$ cat src/rtl/usb_cmd_frame_parser_if.sv
// Byte-stream input and command-handler bus of the USB command frame parser.
// The parser uses the master modport; a handler or bench uses the slave modport.
interface usb_cmd_frame_parser_if;
   logic [7:0]  usb_data_in;
   logic        usb_data_valid_in;
   logic [7:0]  cmd_type;
   logic [15:0] cmd_length;
   logic        cmd_start;
   logic [7:0]  cmd_data;
   logic [15:0] cmd_data_index;
   logic        cmd_data_valid;
   logic        cmd_data_ready;
   logic        cmd_done;
   logic        parse_error;
   logic        overrun;
   logic        busy;

   modport master (
      input  usb_data_in, usb_data_valid_in, cmd_data_ready,
      output cmd_type, cmd_length, cmd_start, cmd_data, cmd_data_index,
             cmd_data_valid, cmd_done, parse_error, overrun, busy
   );

   modport slave (
      output usb_data_in, usb_data_valid_in, cmd_data_ready,
      input  cmd_type, cmd_length, cmd_start, cmd_data, cmd_data_index,
             cmd_data_valid, cmd_done, parse_error, overrun, busy
   );
endinterface

$ cat src/rtl/usb_cmd_frame_parser.sv
// Parses AA 55 CMD LEN_H LEN_L PAYLOAD CHK frames, buffers and checks them,
// then replays the payload to command handlers over a valid/ready handshake.
module usb_cmd_frame_parser #(
   parameter int MAX_PAYLOAD    = 256,
   parameter int TIMEOUT_CYCLES = 50000
) (
   input logic                    clk,
   input logic                    rst_n,
   usb_cmd_frame_parser_if.master bus
);
   localparam int AW = (MAX_PAYLOAD > 1) ? $clog2(MAX_PAYLOAD) : 1;
   localparam int TW = $clog2(TIMEOUT_CYCLES + 1);
   localparam logic [15:0]   MAX_LEN = 16'(MAX_PAYLOAD);
   localparam logic [TW-1:0] TO_LAST = TW'(TIMEOUT_CYCLES - 1);

   typedef enum logic [3:0] {
      S_IDLE, S_SYNC, S_CMD, S_LEN_H, S_LEN_L, S_DATA, S_CHK, S_DISPATCH, S_DONE
   } state_t;

   state_t          state_q;
   logic [7:0]      sum_q;
   logic [7:0]      cmd_type_q;
   logic [7:0]      len_h_q;
   logic [15:0]     len_q;
   logic [15:0]     wr_idx_q;
   logic [15:0]     idx_q;
   logic [TW-1:0]   to_cnt_q;
   logic            start_q;
   logic            done_q;
   logic            err_q;
   logic            ovr_q;
   logic            vld_q;
   logic [7:0]      rd_data_q;
   logic [7:0]      mem [MAX_PAYLOAD];

   logic            strobe;
   logic [7:0]      byte_in;
   logic [7:0]      sum_d;
   logic [15:0]     len_d;
   logic            in_frame;
   logic            xfer;
   logic            last_xfer;
   logic            wr_en;
   logic            rd_en;
   logic [AW-1:0]   rd_addr;

   assign strobe    = bus.usb_data_valid_in;
   assign byte_in   = bus.usb_data_in;
   assign sum_d     = sum_q + byte_in;
   assign len_d     = {len_h_q, byte_in};
   assign in_frame  = state_q inside {S_SYNC, S_CMD, S_LEN_H, S_LEN_L, S_DATA, S_CHK};
   assign xfer      = vld_q && bus.cmd_data_ready;
   assign last_xfer = xfer && (idx_q == len_q - 16'd1);
   assign wr_en     = (state_q == S_DATA) && strobe;

   // Read ahead: byte 0 is fetched while cmd_start is high, byte i+1 on the transfer of byte i.
   assign rd_en   = (state_q == S_DISPATCH) &&
                    ((start_q && (len_q != 16'd0)) || (xfer && !last_xfer));
   assign rd_addr = start_q ? '0 : AW'(idx_q + 16'd1);

   always_ff @(posedge clk) begin
      if (wr_en) mem[wr_idx_q[AW-1:0]] <= byte_in;
   end

   always_ff @(posedge clk or negedge rst_n) begin
      if (!rst_n)     rd_data_q <= '0;
      else if (rd_en) rd_data_q <= mem[rd_addr];
   end

   always_ff @(posedge clk or negedge rst_n) begin
      if (!rst_n) begin
         state_q    <= S_IDLE;
         sum_q      <= '0;
         cmd_type_q <= '0;
         len_h_q    <= '0;
         len_q      <= '0;
         wr_idx_q   <= '0;
         idx_q      <= '0;
         to_cnt_q   <= '0;
         start_q    <= 1'b0;
         done_q     <= 1'b0;
         err_q      <= 1'b0;
         ovr_q      <= 1'b0;
         vld_q      <= 1'b0;
      end else begin
         start_q <= 1'b0;
         done_q  <= 1'b0;
         err_q   <= 1'b0;
         ovr_q   <= 1'b0;

         case (state_q)
            S_IDLE: begin
               if (strobe && byte_in == 8'hAA) state_q <= S_SYNC;
            end
            S_SYNC: begin
               if (strobe) begin
                  if (byte_in == 8'h55) begin
                     sum_q   <= '0;
                     state_q <= S_CMD;
                  end else if (byte_in != 8'hAA) begin
                     state_q <= S_IDLE;
                  end
               end
            end
            S_CMD: begin
               if (strobe) begin
                  cmd_type_q <= byte_in;
                  sum_q      <= sum_d;
                  state_q    <= S_LEN_H;
               end
            end
            S_LEN_H: begin
               if (strobe) begin
                  len_h_q <= byte_in;
                  sum_q   <= sum_d;
                  state_q <= S_LEN_L;
               end
            end
            S_LEN_L: begin
               if (strobe) begin
                  len_q    <= len_d;
                  sum_q    <= sum_d;
                  wr_idx_q <= '0;
                  if (len_d > MAX_LEN) begin
                     err_q   <= 1'b1;
                     state_q <= S_IDLE;
                  end else if (len_d == 16'd0) begin
                     state_q <= S_CHK;
                  end else begin
                     state_q <= S_DATA;
                  end
               end
            end
            S_DATA: begin
               if (strobe) begin
                  sum_q    <= sum_d;
                  wr_idx_q <= wr_idx_q + 16'd1;
                  if (wr_idx_q == len_q - 16'd1) state_q <= S_CHK;
               end
            end
            S_CHK: begin
               if (strobe) begin
                  if (byte_in == sum_q) begin
                     start_q <= 1'b1;
                     idx_q   <= '0;
                     state_q <= S_DISPATCH;
                  end else begin
                     err_q   <= 1'b1;
                     state_q <= S_IDLE;
                  end
               end
            end
            S_DISPATCH: begin
               if (strobe) ovr_q <= 1'b1;
               if (start_q) begin
                  if (len_q == 16'd0) begin
                     done_q  <= 1'b1;
                     state_q <= S_DONE;
                  end else begin
                     vld_q <= 1'b1;
                     idx_q <= '0;
                  end
               end else if (last_xfer) begin
                  vld_q   <= 1'b0;
                  done_q  <= 1'b1;
                  state_q <= S_DONE;
               end else if (xfer) begin
                  idx_q <= idx_q + 16'd1;
               end
            end
            S_DONE: begin
               if (strobe) ovr_q <= 1'b1;
               state_q <= S_IDLE;
            end
            default: state_q <= S_IDLE;
         endcase

         // A strobe always restarts the inter-byte timer, even on the expiry cycle.
         if (in_frame) begin
            if (strobe) begin
               to_cnt_q <= '0;
            end else if (to_cnt_q == TO_LAST) begin
               to_cnt_q <= '0;
               err_q    <= 1'b1;
               state_q  <= S_IDLE;
            end else begin
               to_cnt_q <= to_cnt_q + 1'b1;
            end
         end else begin
            to_cnt_q <= '0;
         end
      end
   end

   assign bus.cmd_type       = cmd_type_q;
   assign bus.cmd_length     = len_q;
   assign bus.cmd_start      = start_q;
   assign bus.cmd_data       = rd_data_q;
   assign bus.cmd_data_index = idx_q;
   assign bus.cmd_data_valid = vld_q;
   assign bus.cmd_done       = done_q;
   assign bus.parse_error    = err_q;
   assign bus.overrun        = ovr_q;
   assign bus.busy           = (state_q != S_IDLE);
endmodule

$ cat src/flat_wrapper.sv
// flat-port wrapper written by rule: the top's interface ports become plain ports
module usb_cmd_frame_parser_flat 
#(
   parameter int MAX_PAYLOAD    = 256,
   parameter int TIMEOUT_CYCLES = 50000
)
  (clk, rst_n, bus_usb_data_in, bus_usb_data_valid_in, bus_cmd_data_ready, bus_cmd_type, bus_cmd_length, bus_cmd_start, bus_cmd_data, bus_cmd_data_index, bus_cmd_data_valid, bus_cmd_done, bus_parse_error, bus_overrun, bus_busy);
  usb_cmd_frame_parser_if bus_i ();
  input logic clk;
  input logic rst_n;
  input wire logic [$bits(bus_i.usb_data_in)-1:0] bus_usb_data_in;
  input wire logic [$bits(bus_i.usb_data_valid_in)-1:0] bus_usb_data_valid_in;
  input wire logic [$bits(bus_i.cmd_data_ready)-1:0] bus_cmd_data_ready;
  output wire logic [$bits(bus_i.cmd_type)-1:0] bus_cmd_type;
  output wire logic [$bits(bus_i.cmd_length)-1:0] bus_cmd_length;
  output wire logic [$bits(bus_i.cmd_start)-1:0] bus_cmd_start;
  output wire logic [$bits(bus_i.cmd_data)-1:0] bus_cmd_data;
  output wire logic [$bits(bus_i.cmd_data_index)-1:0] bus_cmd_data_index;
  output wire logic [$bits(bus_i.cmd_data_valid)-1:0] bus_cmd_data_valid;
  output wire logic [$bits(bus_i.cmd_done)-1:0] bus_cmd_done;
  output wire logic [$bits(bus_i.parse_error)-1:0] bus_parse_error;
  output wire logic [$bits(bus_i.overrun)-1:0] bus_overrun;
  output wire logic [$bits(bus_i.busy)-1:0] bus_busy;
  assign bus_i.usb_data_in = bus_usb_data_in;
  assign bus_i.usb_data_valid_in = bus_usb_data_valid_in;
  assign bus_i.cmd_data_ready = bus_cmd_data_ready;
  assign bus_cmd_type = bus_i.cmd_type;
  assign bus_cmd_length = bus_i.cmd_length;
  assign bus_cmd_start = bus_i.cmd_start;
  assign bus_cmd_data = bus_i.cmd_data;
  assign bus_cmd_data_index = bus_i.cmd_data_index;
  assign bus_cmd_data_valid = bus_i.cmd_data_valid;
  assign bus_cmd_done = bus_i.cmd_done;
  assign bus_parse_error = bus_i.parse_error;
  assign bus_overrun = bus_i.overrun;
  assign bus_busy = bus_i.busy;
  usb_cmd_frame_parser #(.MAX_PAYLOAD(MAX_PAYLOAD), .TIMEOUT_CYCLES(TIMEOUT_CYCLES)) u_core (.clk(clk), .rst_n(rst_n), .bus(bus_i));
endmodule
$ cat config.mk
export PLATFORM = sky130hd
export DESIGN_NAME = usb_cmd_frame_parser_flat
export DESIGN_NICKNAME = d
export VERILOG_FILES = /design/src/rtl/usb_cmd_frame_parser_if.sv /design/src/rtl/usb_cmd_frame_parser.sv /design/src/flat_wrapper.sv
export SDC_FILE = /design/constraint.sdc
export NUM_CORES = 2
export LEC_CHECK = 0
export CORE_ASPECT_RATIO = 1.4
export CORE_UTILIZATION = 55
export DETAILED_ROUTE_END_ITERATION = 8
export PLACE_DENSITY = 0.71
export SETUP_SLACK_MARGIN = 0.5
export SLEW_MARGIN = 5
export SYNTH_ARGS = -nofsm -noshare
export SYNTH_HDL_FRONTEND = slang
export SYNTH_SLANG_ARGS = --single-unit
$ cat constraint.sdc
create_clock -name clk -period 3.3 [get_ports clk]
set_input_delay 0.33 -clock clk [delete_from_list [all_inputs] [get_ports clk]]
set_output_delay 0.33 -clock clk [all_outputs]
set_load 0.01 [all_outputs]
==> impl_results.md <==
- Largest family of logic cells by synthesized area: simple AND/OR/NAND/NOR gates
- Critical Path Fanout Max: 5
- Startpoint Class: flip-flop
- Tmin final: about 3.7 ns
- Total Routing Usage GR: about 37%
- Root Buffer: clkbuf_16
- P per Cell Area: just under 500 nW/um2
- RSZ-0062 raised after global routing: yes
- Leakage: approximately 37 nW
- P_int: roughly 42 mW
- CP bufs+invs: 4
- Clock-pin transition on the worst setup and hold timing paths: 0.07 ns
- Most frequent cells after synthesis: edfxtp_1, nand2_1, nor2_1, nand3_1, mux2i_1
- Synth top area share: 70.0%
- Dpl ws: -0.568 ns
- Synth Net Count: about 6200
- Vias in the first global route: approximately 61000
- Worst min path class: input port to async pin
- Simple-Gate Fraction of Synth Area: around a tenth
- Max Cap Viol: 0
- Crit-path cells: buf_4 -> buf_4 -> and4_1 -> buf_4 -> nand3_1 -> xnor2_2 -> nand2_1 -> buf_4 -> a211oi_4 -> o211ai_1 -> a222oi_1 -> a41oi_2 -> o21ai_1
- Clock Tree Buf Depth: 3
- Routed wire length: about 310000 um
- Post-synthesis sequential area ratio: approximately 73%
- Final core occ: 68.6%
- Flops & latches, synth: 2153
- Placed inst area: between 90000 and 100000 um2
- Xor/xnor cell area share of the yosys netlist: less than 1%
- Row cnt: roughly 170
- Fin crit share: 112%
- Worst r2r src: u_core.bus.cmd_data_index[2]
- Compound-cell area share of the yosys netlist: 8.23%
- Critical path class: flip-flop to flip-flop
- Via count: 63700
- DRT antenna net count: 0
- FFs w/ async S/R, synth: around 4.9%
- CTS tree: done
- Sink Count: ~2200
- Nets: roughly 7200
- Actual slew at the worst max-slew pin: ~1.2 ns
- Largest area contributor in the netlist: edfxtp_1
- Top-count cell post-synth: edfxtp_1
- Clock power share: approximately two fifths
- Finished Layout Cells: roughly 9500
- Worst setup EP type: flip-flop
- Setup Skew: between 0.02 and 0.03 ns
- Cell family with most CP delay: compound AO/OA/AOI/OAI gates
- Die H: ~470 um
- First-pass GRT wire length: approximately 430000 um
- Clk Latency, worst-skew pair: between 0.8 and 0.9 ns
- Hold slack: approximately 0.14 ns
- Total CTS buffers: about 190
- R2R setup slack: -0.40 ns
- Dominant cells by area after synthesis: edfxtp_1, nand2_1, dfrtp_1
- Via density: between 6 and 7
- Reg power frac: 56.6%
- Die span in x: roughly 340 um
- Comb pwr share: between 1.5 and 2%
- Post-synth EDFFs: between 2000 and 2500
- Placed cell count: about 9000
- Max stage delay on crit path: ~0.75 ns
- Switch Pwr: 10.9 mW
- Post-Syn Area per Cell: ~14 um2
- Fmax: 0.270 GHz
- Synth-to-layout area growth: 23.8%
- Max-slew violation count: 0
- Slowest cell on crit path: a222oi_1
- VDD IR-drop max: 528 uV
- Number of port buffers: 65
- 1st-pass router iterations: 8
- Drt first-iter violations: roughly 10000
- Final instance area: around 110000 um2
- IO Pins: 66
- Slew headroom: 21.8%
- Status: complete, but fails checks
- Die area: ~160000 um2
- CP required: slightly above 4 ns
- Reg2reg path depth: 13
- Post-synthesis adder-cell area fraction: less than 1%
- Wire length per cell: 32.7 um
- Dpl hpwl: about 200000 um
- Crit path DAT: roughly 4.5 ns
- GP Congestion: 1.01
- Switching Fraction: roughly a fifth
- Mux cell area share after synthesis: ~5.6%
- Antenna violations before repair: 10
- Pwr Total: approximately 53 mW
- Remaining global-route overflow: 0
- Crit path setup slack, layout: -0.399 ns
- H-Tree Depth: 4
- Synth cell types: 88
- CORE AREA: about 160000 um2
- Cell count after synthesis: just over 6000
- Layout cells sized above 1: between 20% and 30%
- Pin count of the biggest net entering global routing: around 180
- Fin. Hold Viols: 0
- Starting Density: 55.4%
- Violated checks: negative setup slack
- DR DRC count: 0
- Yosys Warn Count: 0
- Synth Flop Type: edfxtp_1
- Final TNS setup: -1.55 ns
- Post-synthesis cell area: just under 90000 um2
- Final setup viols: 8
- CP dominant cell by count: buf_4
- Reg-to-reg endpoint: u_core.bus.cmd_data[6]
how the worst max path moves through the flow:
stage,slack [ns],to,cells after the start,start
floorplan,0.37,u_core.bus.cmd_data_index[13],11,u_core.bus.cmd_length[4]
global placement,-1.32,u_core.bus.cmd_data[6],14,u_core.bus.cmd_data_index[0]
detailed placement,-0.57,u_core.bus.cmd_data[4],15,u_core.bus.cmd_data_index[0]
CTS,-0.22,u_core.bus.cmd_data[6],15,u_core.bus.cmd_data_index[1]
global route,-0.34,u_core.bus.cmd_data[6],17,u_core.bus.cmd_data_index[0]
finish,-0.40,u_core.bus.cmd_data[6],13,u_core.bus.cmd_data_index[2]
sequential cells by signal (all words and copies together) (netlist names), 4 cells and up:
signal                     cells
u_core.mem                  2048
u_core.bus.cmd_type            8
u_core.bus.cmd_data_index     16
u_core.wr_idx_q               16
u_core.bus.cmd_data            8
u_core.sum_q                   8
u_core.state_q                 4
u_core.bus.cmd_length         16
u_core.to_cnt_q               16
u_core.len_h_q                 8
worst register-to-register path, delay by kind of cell (launching register included):
kind | cells | cell delay (ns)
AO/OA/AOI/OAI | 5 | 1.62
buffers and inverters | 4 | 0.76
AND/OR/NAND/NOR | 3 | 0.55
flip-flops | 1 | 0.38
XOR/XNOR | 1 | 0.32
cells by family after synthesis:
| family | count (synthesis) |
|---|---|
| mux | 397 |
| flops | 2153 |
| xor+xnor | 75 |
| fa+ha+maj | 15 |
| simple gates | 2003 |
| compound gates | 1044 |
| buf+inv | 459 |
per-layer routing:
| metal | part of all wire (%) | vias up | global-route usage (%) |
|---|---|---|---|
| met5 | 0.016 | - | 0 |
| met2 | 46 | 5426 | 58.7 |
| met4 | 9.1 | 8 | 27.9 |
| li1 | - | 25700 | - |
| met3 | 13 | 1249 | 9.51 |
| met1 | 32 | 31300 | 44.8 |
placed cells by master (no fill, tap or decap), types with 14 or more instances in the layout:
cell                n
a211oi_1           79
a21oi_1           142
a21oi_2            17
a221oi_1           24
a311oi_1           72
a31oi_1            98
a32oi_1            18
and3_1             60
buf_12            114
buf_4            1018
buf_6              64
bufinv_16          15
clkbuf_1           28
clkbuf_16         204
clkdlybuf4s50_1    55
clkinv_1           34
clkinv_2           53
dfrtp_1            96
edfxtp_1         2048
inv_1              17
mux2_2             66
mux2i_1           252
mux4_2             71
nand2_1           942
nand2b_1           14
nand3_1           293
nand4_1            27
nor2_1            373
nor2_2             18
nor2b_1            67
nor3_1             76
o211ai_1           48
o21ai_0           140
o21ai_1            25
o221ai_1           72
o22ai_1            73
xnor2_1            32
xor2_1             32
power by group through the flow:
stage	Clock, mW	Combinational [mW]	Sequential [mW]
after CTS	22.1	0.834	29.9
final	22.1	0.868	29.9
after global placement	0	0.783	30.5
after detailed placement	0	0.816	30.5
after floorplan	0	0.152	30.5
after global routing	23.0	0.889	29.9
layout make-up:
type	count	area [um2]
sequential	2153	64100
fill	10300	49900
multi-input combinational	3534	23500
timing repair buffer	1308	12300
clock buffer	223	4940
tap	2100	2630
clock inverter	129	1130
inverter	20	80.1
antenna	8	20.0
what timing repair did:
item                        CTS  global route
hold buffers                  8             0
setup endpoints to repair  1155           861
buffers inserted             46            61
pin swaps                    82            95
gates cloned                  8            13
hold endpoints to repair    119             0
gates resized for setup     253           199
Note: power is estimated with default switching activity, not from simulation.
